**src/rtl/fit_pkg.sv**
```systemverilog
// Shared types and helpers for the FitTracker display sequencer.
// Leading-zero blanking is built only with FIT_DISP_BLANK_EN.
package fit_pkg;

   localparam logic [1:0] MET_STEPS   = 2'd0;
   localparam logic [1:0] MET_DIST    = 2'd1;
   localparam logic [1:0] MET_SEC     = 2'd2;
   localparam logic [1:0] MET_SECTIME = 2'd3;

   localparam logic [3:0] BCD_BLANK = 4'hF;
   localparam int         SAT_MAX   = 9999;

   typedef enum logic [2:0] {
      S_IDLE,
      S_LOAD,
      S_CONV,
      S_DONE,
      S_HOLD
   } state_t;

   function automatic logic [15:0] add3(input logic [15:0] b);
      logic [15:0] r;
      r = b;
      for (int i = 0; i < 4; i++) begin
         if (r[i*4 +: 4] >= 4'd5)
            r[i*4 +: 4] = r[i*4 +: 4] + 4'd3;
      end
      return r;
   endfunction

   // ones digit always stays visible
   function automatic logic [15:0] blank_lz(input logic [15:0] b);
      logic [15:0] r;
      r = b;
      if (b[15:12] == 4'd0) begin
         r[15:12] = BCD_BLANK;
         if (b[11:8] == 4'd0) begin
            r[11:8] = BCD_BLANK;
            if (b[7:4] == 4'd0)
               r[7:4] = BCD_BLANK;
         end
      end
      return r;
   endfunction

endpackage

```
**src/rtl/fit_display_sequencer_if.sv**
```systemverilog
// Display bundle from the sequencer to the segment driver.
// One-cycle disp_valid qualifies bcd and metric.
interface fit_disp_if;
   logic [15:0] bcd;
   logic [1:0]  metric;
   logic        disp_valid;

   modport master (output bcd, output metric, output disp_valid);
   modport slave  (input bcd, input metric, input disp_valid);
endinterface

```
**src/rtl/fit_bin2bcd_seq.sv**
```systemverilog
// Iterative double-dabble binary to 4-digit BCD converter.
// The first iteration runs on the start edge; done pulses after the last.
module fit_bin2bcd_seq
   import fit_pkg::*;
#(
   parameter int CONV_BITS = 14
) (
   input  logic                 clk,
   input  logic                 RESET_N,
   input  logic                 start,
   input  logic [CONV_BITS-1:0] bin,
   output logic                 busy,
   output logic                 done,
   output logic [15:0]          bcd
);

   localparam int CW = $clog2(CONV_BITS + 1);

   logic [CONV_BITS-1:0] sr;
   logic [CW-1:0]        cnt;
   logic                 first;
   logic [15:0]          cur_bcd;
   logic [CONV_BITS-1:0] cur_sr;
   logic [15:0]          adj;
   logic [15+CONV_BITS:0] sh;
   logic [15:0]          nxt_bcd;
   logic [CONV_BITS-1:0] nxt_sr;

   assign first   = start & ~busy;
   assign cur_bcd = first ? 16'd0 : bcd;
   assign cur_sr  = first ? bin : sr;
   assign adj     = add3(cur_bcd);
   assign sh      = {adj, cur_sr} << 1;
   assign {nxt_bcd, nxt_sr} = sh;

   always_ff @(posedge clk or negedge RESET_N) begin
      if (!RESET_N) begin
         bcd  <= '0;
         sr   <= '0;
         cnt  <= '0;
         busy <= 1'b0;
         done <= 1'b0;
      end else begin
         done <= 1'b0;
         if (first) begin
            bcd  <= nxt_bcd;
            sr   <= nxt_sr;
            cnt  <= CW'(CONV_BITS - 1);
            busy <= 1'b1;
         end else if (busy) begin
            bcd <= nxt_bcd;
            sr  <= nxt_sr;
            cnt <= cnt - 1'b1;
            if (cnt == CW'(1)) begin
               busy <= 1'b0;
               done <= 1'b1;
            end
         end
      end
   end

endmodule

```
**src/rtl/fit_display_sequencer.sv**
```systemverilog
// Rotates FitTracker metrics through one BCD converter onto the display.
// Define FIT_DISP_BLANK_EN to blank leading zero digits.
module fit_display_sequencer
   import fit_pkg::*;
#(
   parameter int ROT_SEC   = 2,
   parameter int CONV_BITS = 14
) (
   input  logic           clk,
   input  logic           RESET_N,
   input  logic           tick_1hz,
   input  logic           next_btn,
   input  logic [13:0]    stepcnt,
   input  logic [8:0]     distance,
   input  logic [3:0]     sec,
   input  logic [8:0]     sectime,
   input  logic           SI,
   fit_disp_if.master     disp,
   output logic           si_led
);

   localparam int TW = $clog2(ROT_SEC + 1);

   state_t               state, state_n;
   logic [1:0]           sel, sel_n;
   logic [TW-1:0]        tcnt, tcnt_n, tcnt_inc;
   logic                 pend_tick, pend_next;
   logic                 ev_tick, ev_next;
   logic [CONV_BITS-1:0] raw, load_val;
   logic                 conv_start, conv_busy, conv_done;
   logic [15:0]          conv_bcd, shown;
   logic [15:0]          bcd_q;
   logic [1:0]           metric_q;
   logic                 disp_valid;

   always_comb begin
      raw = '0;
      unique case (sel)
         MET_STEPS:   raw = CONV_BITS'(stepcnt);
         MET_DIST:    raw = CONV_BITS'(distance);
         MET_SEC:     raw = CONV_BITS'(sec);
         MET_SECTIME: raw = CONV_BITS'(sectime);
         default:     raw = '0;
      endcase
   end

   assign load_val = (raw > CONV_BITS'(SAT_MAX)) ? CONV_BITS'(SAT_MAX) : raw;

   fit_bin2bcd_seq #(.CONV_BITS(CONV_BITS)) u_conv (
      .clk     (clk),
      .RESET_N (RESET_N),
      .start   (conv_start),
      .bin     (load_val),
      .busy    (conv_busy),
      .done    (conv_done),
      .bcd     (conv_bcd)
   );

`ifdef FIT_DISP_BLANK_EN
   assign shown = blank_lz(conv_bcd);
`else
   assign shown = conv_bcd;
`endif

   always_ff @(posedge clk or negedge RESET_N) begin
      if (!RESET_N) state <= S_IDLE;
      else          state <= state_n;
   end

   assign ev_next  = next_btn | pend_next;
   assign ev_tick  = tick_1hz | pend_tick;
   assign tcnt_inc = tcnt + 1'b1;

   always_comb begin
      state_n = state;
      sel_n   = sel;
      tcnt_n  = tcnt;
      unique case (state)
         S_IDLE: state_n = S_LOAD;
         S_LOAD: state_n = S_CONV;
         S_CONV: if (conv_done) state_n = S_DONE;
         S_DONE: state_n = S_HOLD;
         S_HOLD: begin
            if (ev_next) begin
               sel_n   = sel + 2'd1;
               tcnt_n  = '0;
               state_n = S_LOAD;
            end else if (ev_tick) begin
               if (tcnt_inc == TW'(ROT_SEC)) begin
                  sel_n  = sel + 2'd1;
                  tcnt_n = '0;
               end else begin
                  tcnt_n = tcnt_inc;
               end
               state_n = S_LOAD;
            end
         end
         default: state_n = S_IDLE;
      endcase
   end

   always_comb begin
      conv_start = (state == S_LOAD) && !conv_busy;
      disp_valid = (state == S_DONE);
   end

   // events arriving outside HOLD wait here for the next HOLD cycle
   always_ff @(posedge clk or negedge RESET_N) begin
      if (!RESET_N) begin
         sel       <= '0;
         tcnt      <= '0;
         pend_tick <= 1'b0;
         pend_next <= 1'b0;
         bcd_q     <= '0;
         metric_q  <= '0;
         si_led    <= 1'b0;
      end else begin
         si_led <= SI;
         sel    <= sel_n;
         tcnt   <= tcnt_n;
         if (state == S_HOLD) begin
            pend_tick <= 1'b0;
            pend_next <= 1'b0;
         end else begin
            pend_tick <= pend_tick | tick_1hz;
            pend_next <= pend_next | next_btn;
         end
         if (state == S_CONV && conv_done) begin
            bcd_q    <= shown;
            metric_q <= sel;
         end
      end
   end

   assign disp.bcd        = bcd_q;
   assign disp.metric     = metric_q;
   assign disp.disp_valid = disp_valid;

endmodule

```
**src/flat_wrapper.sv**
```systemverilog
// flat-port wrapper written by rule: the top's interface ports become plain ports
module fit_display_sequencer_flat import fit_pkg::*;
#(
   parameter int ROT_SEC   = 2,
   parameter int CONV_BITS = 14
)
  (clk, RESET_N, tick_1hz, next_btn, stepcnt, distance, sec, sectime, SI, si_led, disp_bcd, disp_metric, disp_disp_valid);
  fit_disp_if disp_i ();
  input  logic clk;
  input  logic RESET_N;
  input  logic tick_1hz;
  input  logic next_btn;
  input  logic [13:0] stepcnt;
  input  logic [8:0] distance;
  input  logic [3:0] sec;
  input  logic [8:0] sectime;
  input  logic SI;
  output logic si_led;
  output wire logic [$bits(disp_i.bcd)-1:0] disp_bcd;
  output wire logic [$bits(disp_i.metric)-1:0] disp_metric;
  output wire logic [$bits(disp_i.disp_valid)-1:0] disp_disp_valid;
  assign disp_bcd = disp_i.bcd;
  assign disp_metric = disp_i.metric;
  assign disp_disp_valid = disp_i.disp_valid;
  fit_display_sequencer #(.ROT_SEC(ROT_SEC), .CONV_BITS(CONV_BITS)) u_core (.clk(clk), .RESET_N(RESET_N), .tick_1hz(tick_1hz), .next_btn(next_btn), .stepcnt(stepcnt), .distance(distance), .sec(sec), .sectime(sectime), .SI(SI), .disp(disp_i), .si_led(si_led));
endmodule
```
**config.mk**
```make
export PLATFORM = sky130hd
export DESIGN_NAME = fit_display_sequencer_flat
export DESIGN_NICKNAME = d
export VERILOG_FILES = /design/src/rtl/fit_pkg.sv /design/src/rtl/fit_display_sequencer_if.sv /design/src/rtl/fit_bin2bcd_seq.sv /design/src/rtl/fit_display_sequencer.sv /design/src/flat_wrapper.sv
export SDC_FILE = /design/constraint.sdc
export NUM_CORES = 1
export LEC_CHECK = 0
export CORE_ASPECT_RATIO = 2
export CORE_MARGIN = 2
export CORE_UTILIZATION = 45
export CTS_BUF_LIST = sky130_fd_sc_hd__clkbuf_4
export CTS_CLUSTER_DIAMETER = 120
export DETAILED_ROUTE_END_ITERATION = 8
export GPL_TIMING_DRIVEN = 0
export PLACE_DENSITY_LB_ADDON = 0.15
export SYNTH_ARGS = -nofsm -noshare
export SYNTH_HDL_FRONTEND = slang
export SYNTH_SLANG_ARGS = --single-unit
```
**constraint.sdc**
```tcl
create_clock -name clk -period 6.8 [get_ports clk]
set_input_delay 2.04 -clock clk [delete_from_list [all_inputs] [get_ports clk]]
set_output_delay 2.04 -clock clk [all_outputs]
set_load 0.05 [all_outputs]
```
=== Word-level counts from Yosys, hierarchy flattened ===
Cells that the tools add are included.

* Magnitude comparators: 5
* Add/subtract/negate cells: 7
* Muxes and demuxes: 32
* Equal/unequal tests: 11
* Bitwise operators: 4
* Reduce and logical (&&, ||, !) cells: 11

{| class="wikitable"
|+ Operators with widths
! kind !! number
|-
| 14-bit two-way mux || 4
|-
| 14-bit one-hot mux with 4 select lines || 1
|-
| 16-bit two-way mux || 3
|-
| 4-bit two-way mux || 5
|-
| 4-bit by 3-bit >= comparator with 1-bit output (second input constant) || 4
|-
| 3-bit one-hot mux with 5 select lines || 1
|-
| 14-bit greater-than comparator (second input constant) || 1
|-
| 4-bit by 2-bit adder with 4-bit output (second input constant) || 3
|-
| 2-bit two-way mux || 6
|-
| 3-bit two-way mux || 4
|-
| 1-bit two-way mux || 8
|-
| 2-bit == test (second input constant) || 3
|-
| 3-bit by 2-bit == test with 1-bit output (second input constant) || 2
|-
| 2-bit nonzero test || 3
|-
| 2-bit by 1-bit adder with 2-bit output (second input constant) || 2
|-
| 4-bit by 1-bit == test with 1-bit output (second input constant) || 1
|-
| 2-bit AND reduction || 2
|-
| 4-bit by 1-bit subtractor with 4-bit output (second input constant) || 1
|-
| 3-bit by 2-bit adder with 3-bit output (second input constant) || 1
|-
| 3-bit by 1-bit == test with 1-bit output (second input constant) || 1
|-
| 3-bit == test (second input constant) || 1
|-
| 3-bit zero test || 1
|-
| 3-bit by 1-bit inequality test with 1-bit output (second input constant) || 1
|-
| 3-bit AND reduction || 1
|-
| other kinds (8) || 10
|}

* Logic and storage cells: 83
* Output and inout port bits: 20
* Flip-flop bits (word level): 64

=== Logic depth before layout (Yosys ltp) ===
* Word-level depth: 8
* Mapped depth: 11
* Mapped depth without buffers: 8

=== Hierarchy ===
Synthesis repeated with hierarchy kept, for this count alone.

* Cell total of the unflattened synthesis: 326
* Area total of the unflattened synthesis: 3,452.1 µm²

{| class="wikitable"
|+ Modules (own cells, without submodules)
! module !! instances !! area an instance (µm²) !! seq. area each (µm²) !! cells an instance
|-
| fit_bin2bcd_seq || 1 || 1,979.4 || 875.8 || 203
|-
| fit_display_sequencer || 1 || 1,472.7 || 700.7 || 123
|}

=== Worst setup path before layout ===
No wires, ideal clock.

* Kind: input to register
* Start: input port sectime[4]
* End: register u_core.u_conv.sr[4]
* Data required time: 6,661 ps
* Path slack: 3,775 ps
* Path buffers: 0
* Arrival: 2,885 ps
* Cell stages on the path: 4
* Library setup time: 139 ps
* Cells stage by stage: a221oi_1 > o22ai_1 > o31ai_1 > nand3_1

* Word-level cells in the longest chain between the ends: 6

{| class="wikitable"
|+ RTL lines
! element !! RTL line !! RTL
|-
| start: declaration || flat_wrapper.sv:16 || <nowiki>input logic [8:0] sectime;</nowiki>
|-
| 14-bit one-hot mux with 4 select lines * || fit_display_sequencer.sv:38 || <nowiki>unique case (sel)</nowiki>
|-
| 14-bit greater-than comparator * || fit_display_sequencer.sv:47 || <nowiki>assign load_val = (raw > CONV_BITS'(SAT_MAX)) ? CONV_BITS'(SAT_MAX) : raw;</nowiki>
|-
| 14-bit two-way mux * || fit_display_sequencer.sv:47 ||
|-
| 14-bit two-way mux * || fit_bin2bcd_seq.sv:31 || <nowiki>assign cur_sr = first ? bin : sr;</nowiki>
|-
| 14-bit two-way mux || fit_bin2bcd_seq.sv:50 || <nowiki>end else if (busy) begin</nowiki>
|-
| 14-bit two-way mux * || fit_bin2bcd_seq.sv:45 || <nowiki>if (first) begin</nowiki>
|-
| end signal: assignment || fit_bin2bcd_seq.sv:47 || <nowiki>sr <= nxt_sr;</nowiki>
|-
| end signal: assignment || fit_bin2bcd_seq.sv:52 || <nowiki>sr <= nxt_sr;</nowiki>
|-
| end: declaration || fit_bin2bcd_seq.sv:19 || <nowiki>logic [CONV_BITS-1:0] sr;</nowiki>
|}

Every way passes the cells marked *; elsewhere a longest branch is shown, timed or not. The select of a mux whose other input is x is not followed.
A chain may end at the register's enable or synchronous reset.

=== Worst setup path in the final report ===
* Start: register u_core.state[2]
* End: output port disp_disp_valid

* Word-level cells in the longest chain between the ends: 1

{| class="wikitable"
|+ RTL lines
! element !! RTL line !! RTL
|-
| start: declaration || fit_display_sequencer.sv:24 || <nowiki>state_t state, state_n;</nowiki>
|-
| start signal: assignment || fit_display_sequencer.sv:67 || <nowiki>else state <= state_n;</nowiki>
|-
| 3-bit by 2-bit == test with 1-bit output || fit_display_sequencer.sv:104 || <nowiki>disp_valid = (state == S_DONE);</nowiki>
|-
| end: declaration || flat_wrapper.sv:21 || <nowiki>output wire logic [$bits(disp_i.disp_valid)-1:0] disp_disp_valid;</nowiki>
|}

Every way passes these cells.

==> parameters.txt <==
Parameter                              Value

Cells and area
  Antenna Diode Count    0
  Utilization of the core after routing    between 50 and 60%
  Most used cells in the layout excluding fill and tap cells    dfrtp_1, clkdlybuf4s50_1, nand2_1
  Fraction of final layout cells sized beyond drive strength 1    12.0%
  Most common cell after layout, fill and taps aside    dfrtp_1
  Final-layout fill cell count    between 600 and 700
  # nets final    457
  Area growth syn-to-layout    25.4%
  Combined flip-flop and latch cell area    about 1600 um2
  Multi-input combinational cell area    between 1500 and 2000 um2

Timing
  Hold violation total from the final report    0
  Slew at the pin closest to its max-slew limit    0.790 ns
  Final critical-path required period    4.01 ns
  Number of pins with negative max-slew slack in the final report    0
  Setup repair after global routing missed its margin    no
  Worst slew margin    47.1%
  Fmax    0.250 GHz
  Final cycle utilization of the critical path    58.9%
  Worst setup skew after layout    between 0.015 and 0.02 ns
  Setup tns final    0 ns
  Setup-violating endpoint count in the final report    0

Die
  Placeable core area    7160 um2
  Die outline width    roughly 65 um
  Number of I/O pins    61
  Starting Density    46.0%
  Die height    125 um
  Number of standard-cell rows in the floorplan    44
  Floorplan die area    between 8000 and 9000 um2

Logic synthesis
  Number of synthesized register bits    63
  Post-synthesis share of cell area spent on xor and xnor gates    1.59%
  Post-synthesis share of cell area spent on full adders, half adders and majority gates    under 10%
  Largest family of logic cells by synthesized area    simple AND/OR/NAND/NOR gates
  Mapped Nets    385
  Total standard cell area after synthesis    around 3300 um2
  Synth Area in Compound Gates    16.2%
  Gate Count Post-Synth    330
  Async S/R FF share, synth    between 90% and 100%
  Syn avg cell area    roughly 10 um2
  Synthesis Warnings    0
  Most used flip-flop cell after synthesis    dfrtp_1
  Mux contribution to synthesized area    8.31%
  Count of cell types in the netlist    46
  Portion of the post-synthesis area used by sequential elements    a little under half
  Number of synthesized flops with an enable pin    0
  Post-synthesis share of cell area spent on and, or, nand and nor gates    16.3%

Detailed routing
  Detail-routed net length per standard cell    between 15 and 20 um
  Via-to-Cell Ratio    between 5 and 6
  Number of iterations in the first detailed-routing pass    7
  Number of vias in the routed layout    2839
  Initial detailed-routing violation count    204
  DRC violations left    0
  Routed Antenna Nets    0
  Total routed wirelength    8190 um

Global routing
  Wire length of the first global-routing pass    around 13000 um
  Initial antenna violation count    0
  Global-route usage over all layers    21.5%
  Vias in the first global route    2872
  Remaining global-route overflow    0
  Largest net degree at the start of global routing    40

Worst setup path
  Crit path required time    4.76 ns
  Origin of the critical flop-to-flop path    u_core.state[2]$_DFFE_PN0P_
  Kind of cell adding the most delay to the critical path    buffers and inverters
  Crit-path slowest cell    clkdlybuf4s50_1
  Number of cells on the worst reg-to-reg path    10
  Crit. path cell count    2
  Launching instance or port of the critical path    u_core.state[2]$_DFFE_PN0P_
  Kind of start point of the critical path    flop
  Worst-path maximum fanout    8
  Delay of the slowest cell on the worst path    0.81 ns
  Worst endpoint data arrival time    just under 2 ns
  Type of the setup path with the least slack    reg2out
  Critical path, cell by cell    and3b_1 -> clkdlybuf4s50_1
  Worst path bufs/invs    1
  Element type at the critical path end    output pin

Worst hold path
  Worst Hold Class    reg2reg
  Cells on Worst Hold Path    2
  Min-delay src    u_core.u_conv.sr[4]$_DFFE_PN0P_

Run
  Maximum Capacitance Violations    0

Clock tree
  CTS clock-pin slew for the worst setup and hold paths    0.11 ns
  Number of clock sinks    63
  Cells resized by post-CTS repair    0
  Longest Clk Path Bufs    2
  Clock tree from TritonCTS    built
  Count of hold-fix buffers inserted at cts    0
  Buffer type at the clock tree root    clkbuf_4
  Total clock buffers created by CTS    9
  Depth of the CTS H-tree    3
  Number of buffers inserted by post-CTS setup repair    0
  Clock latency on the worst-skew pair    0.44 ns

Power
  LEAKAGE    1.81 nW
  Worst ir drop on vdd    159 uV
  Areal power density over the cells    around 210 nW/um2

Run status
  Run status    finished, final reports clean

Placed design
  Placer congestion estimate    0.816
  Port Buf Inserts    60
  Placed wire-length estimate after detailed placement    6080 um
==> worst register-to-register path, stage by stage (launching register included) <==
cell and delay [ns]:
dfrtp_1 0.48, or4b_1 0.54, clkbuf_1 0.21, buf_2 0.24, nand2_1 0.11, inv_1 0.05, ha_1 0.17, nand2b_1 0.13
a21oi_1 0.32, nor3_1 0.08, o31a_1 0.28
==> synth_stat cells (all sizes together), types with 2 or more instances <==
library cell | number | area (um2)
dfrtp | 63 | 1580
nand2 | 41 | 154
a21oi | 19 | 95.1
mux2 | 19 | 214
nor2 | 18 | 67.6
inv | 16 | 60.1
o21ai | 16 | 80.1
ha | 14 | 175
o22ai | 10 | 62.6
clkbuf | 9 | 33.8
buf | 8 | 48.8
nor3 | 8 | 45.0
nor3b | 8 | 70.1
nand3 | 7 | 35.0
a222oi | 6 | 60.1
a31oi | 6 | 37.5
mux2i | 6 | 60.1
nand2b | 6 | 37.5
o31a | 5 | 43.8
or3 | 5 | 31.3
o31ai | 4 | 30.0
a22oi | 3 | 22.5
and3 | 3 | 18.8
nor2b | 3 | 18.8
o221ai | 3 | 26.3
xnor2 | 3 | 26.3
xor2 | 3 | 26.3
a221oi | 2 | 17.5
a311oi | 2 | 17.5
and2 | 2 | 12.5
nor4 | 2 | 12.5
==> through the flow <==
stage | hold WS (ns) | setup slack [ns] | instance area [um2] | power [mW] | cells
final | 0.488 | 2.79 | 4130 | 0.885 | 499
after global routing | 0.520 | 2.71 | 4130 | 0.926 | 499
after CTS | 0.499 | 2.77 | 4130 | 0.893 | 499
after detailed placement | 0.483 | 3.09 | 4030 | 0.674 | 483
after global placement | 0.460 | 1.70 | 4010 | 0.666 | 482
after floorplan | 0.442 | 3.78 | 3300 | 0.577 | 330
==> layer usage <==
metal / vias up / track usage (%) / part of all wire [%]
met5: - / 0 / 0
met4: 0 / 11.0 / 2.5
met3: 23 / 3.96 / 4.2
met2: 108 / 36.8 / 53
met1: 1376 / 25.0 / 40
li1: 1332 / - / -
==> where the power goes <==
| part | internal, mW | switching [mW] |
|---|---|---|
| registers | 0.405 | 0.0290 |
| clock network | 0.0803 | 0.137 |
| logic | 0.0975 | 0.136 |
| total | 0.583 | 0.302 |
==> kinds of logic after synthesis <==
| group | after synthesis |
|---|---|
| AOI/OAI and AO/OA | 81 |
| xor gates and xnor gates | 6 |
| muxes | 25 |
| buffers and inverters | 34 |
| adders and majority gates | 14 |
| and+or+nand+nor | 107 |
| DFF | 63 |
==> state kept, by name, indices dropped and copies added (netlist names) <==
name and count:
u_core.si_led 1, u_core.disp.metric 2, u_core.pend_next 1, u_core.sel 2, u_core.u_conv.sr 13, u_core.disp.bcd 16
u_core.state 3, u_core.u_conv.done 1, u_core.u_conv.bcd 16, u_core.tcnt 2, u_core.u_conv.busy 1, u_core.pend_tick 1
u_core.u_conv.cnt 4
==> final cells by class <==
class / instances / area share, %
sequential: 63 / 38.1
multi-input combinational: 233 / 38.0
timing repair buffer: 61 / 14.9
tap: 92 / 2.78
clock buffer: 11 / 2.00
buffer: 17 / 2.00
inverter: 17 / 1.54
clock inverter: 5 / 0.605
==> path summary, 6_finish.rpt <==
kind	end	slack (ns)
hold / removal	u_core.u_conv.sr[5]$_DFFE_PN0P_	0.49
setup reg to reg	u_core.u_conv.bcd[2]$_DFFE_PN0P_	4.10
max in group asynchronous	u_core.pend_tick$_DFF_PN0_	4.59
setup / recovery	disp_disp_valid	2.79
hold reg to reg	u_core.u_conv.sr[5]$_DFFE_PN0P_	0.49
min in group asynchronous	u_core.u_conv.sr[10]$_DFFE_PN0P_	1.59
(Power assumes the default switching activity.)
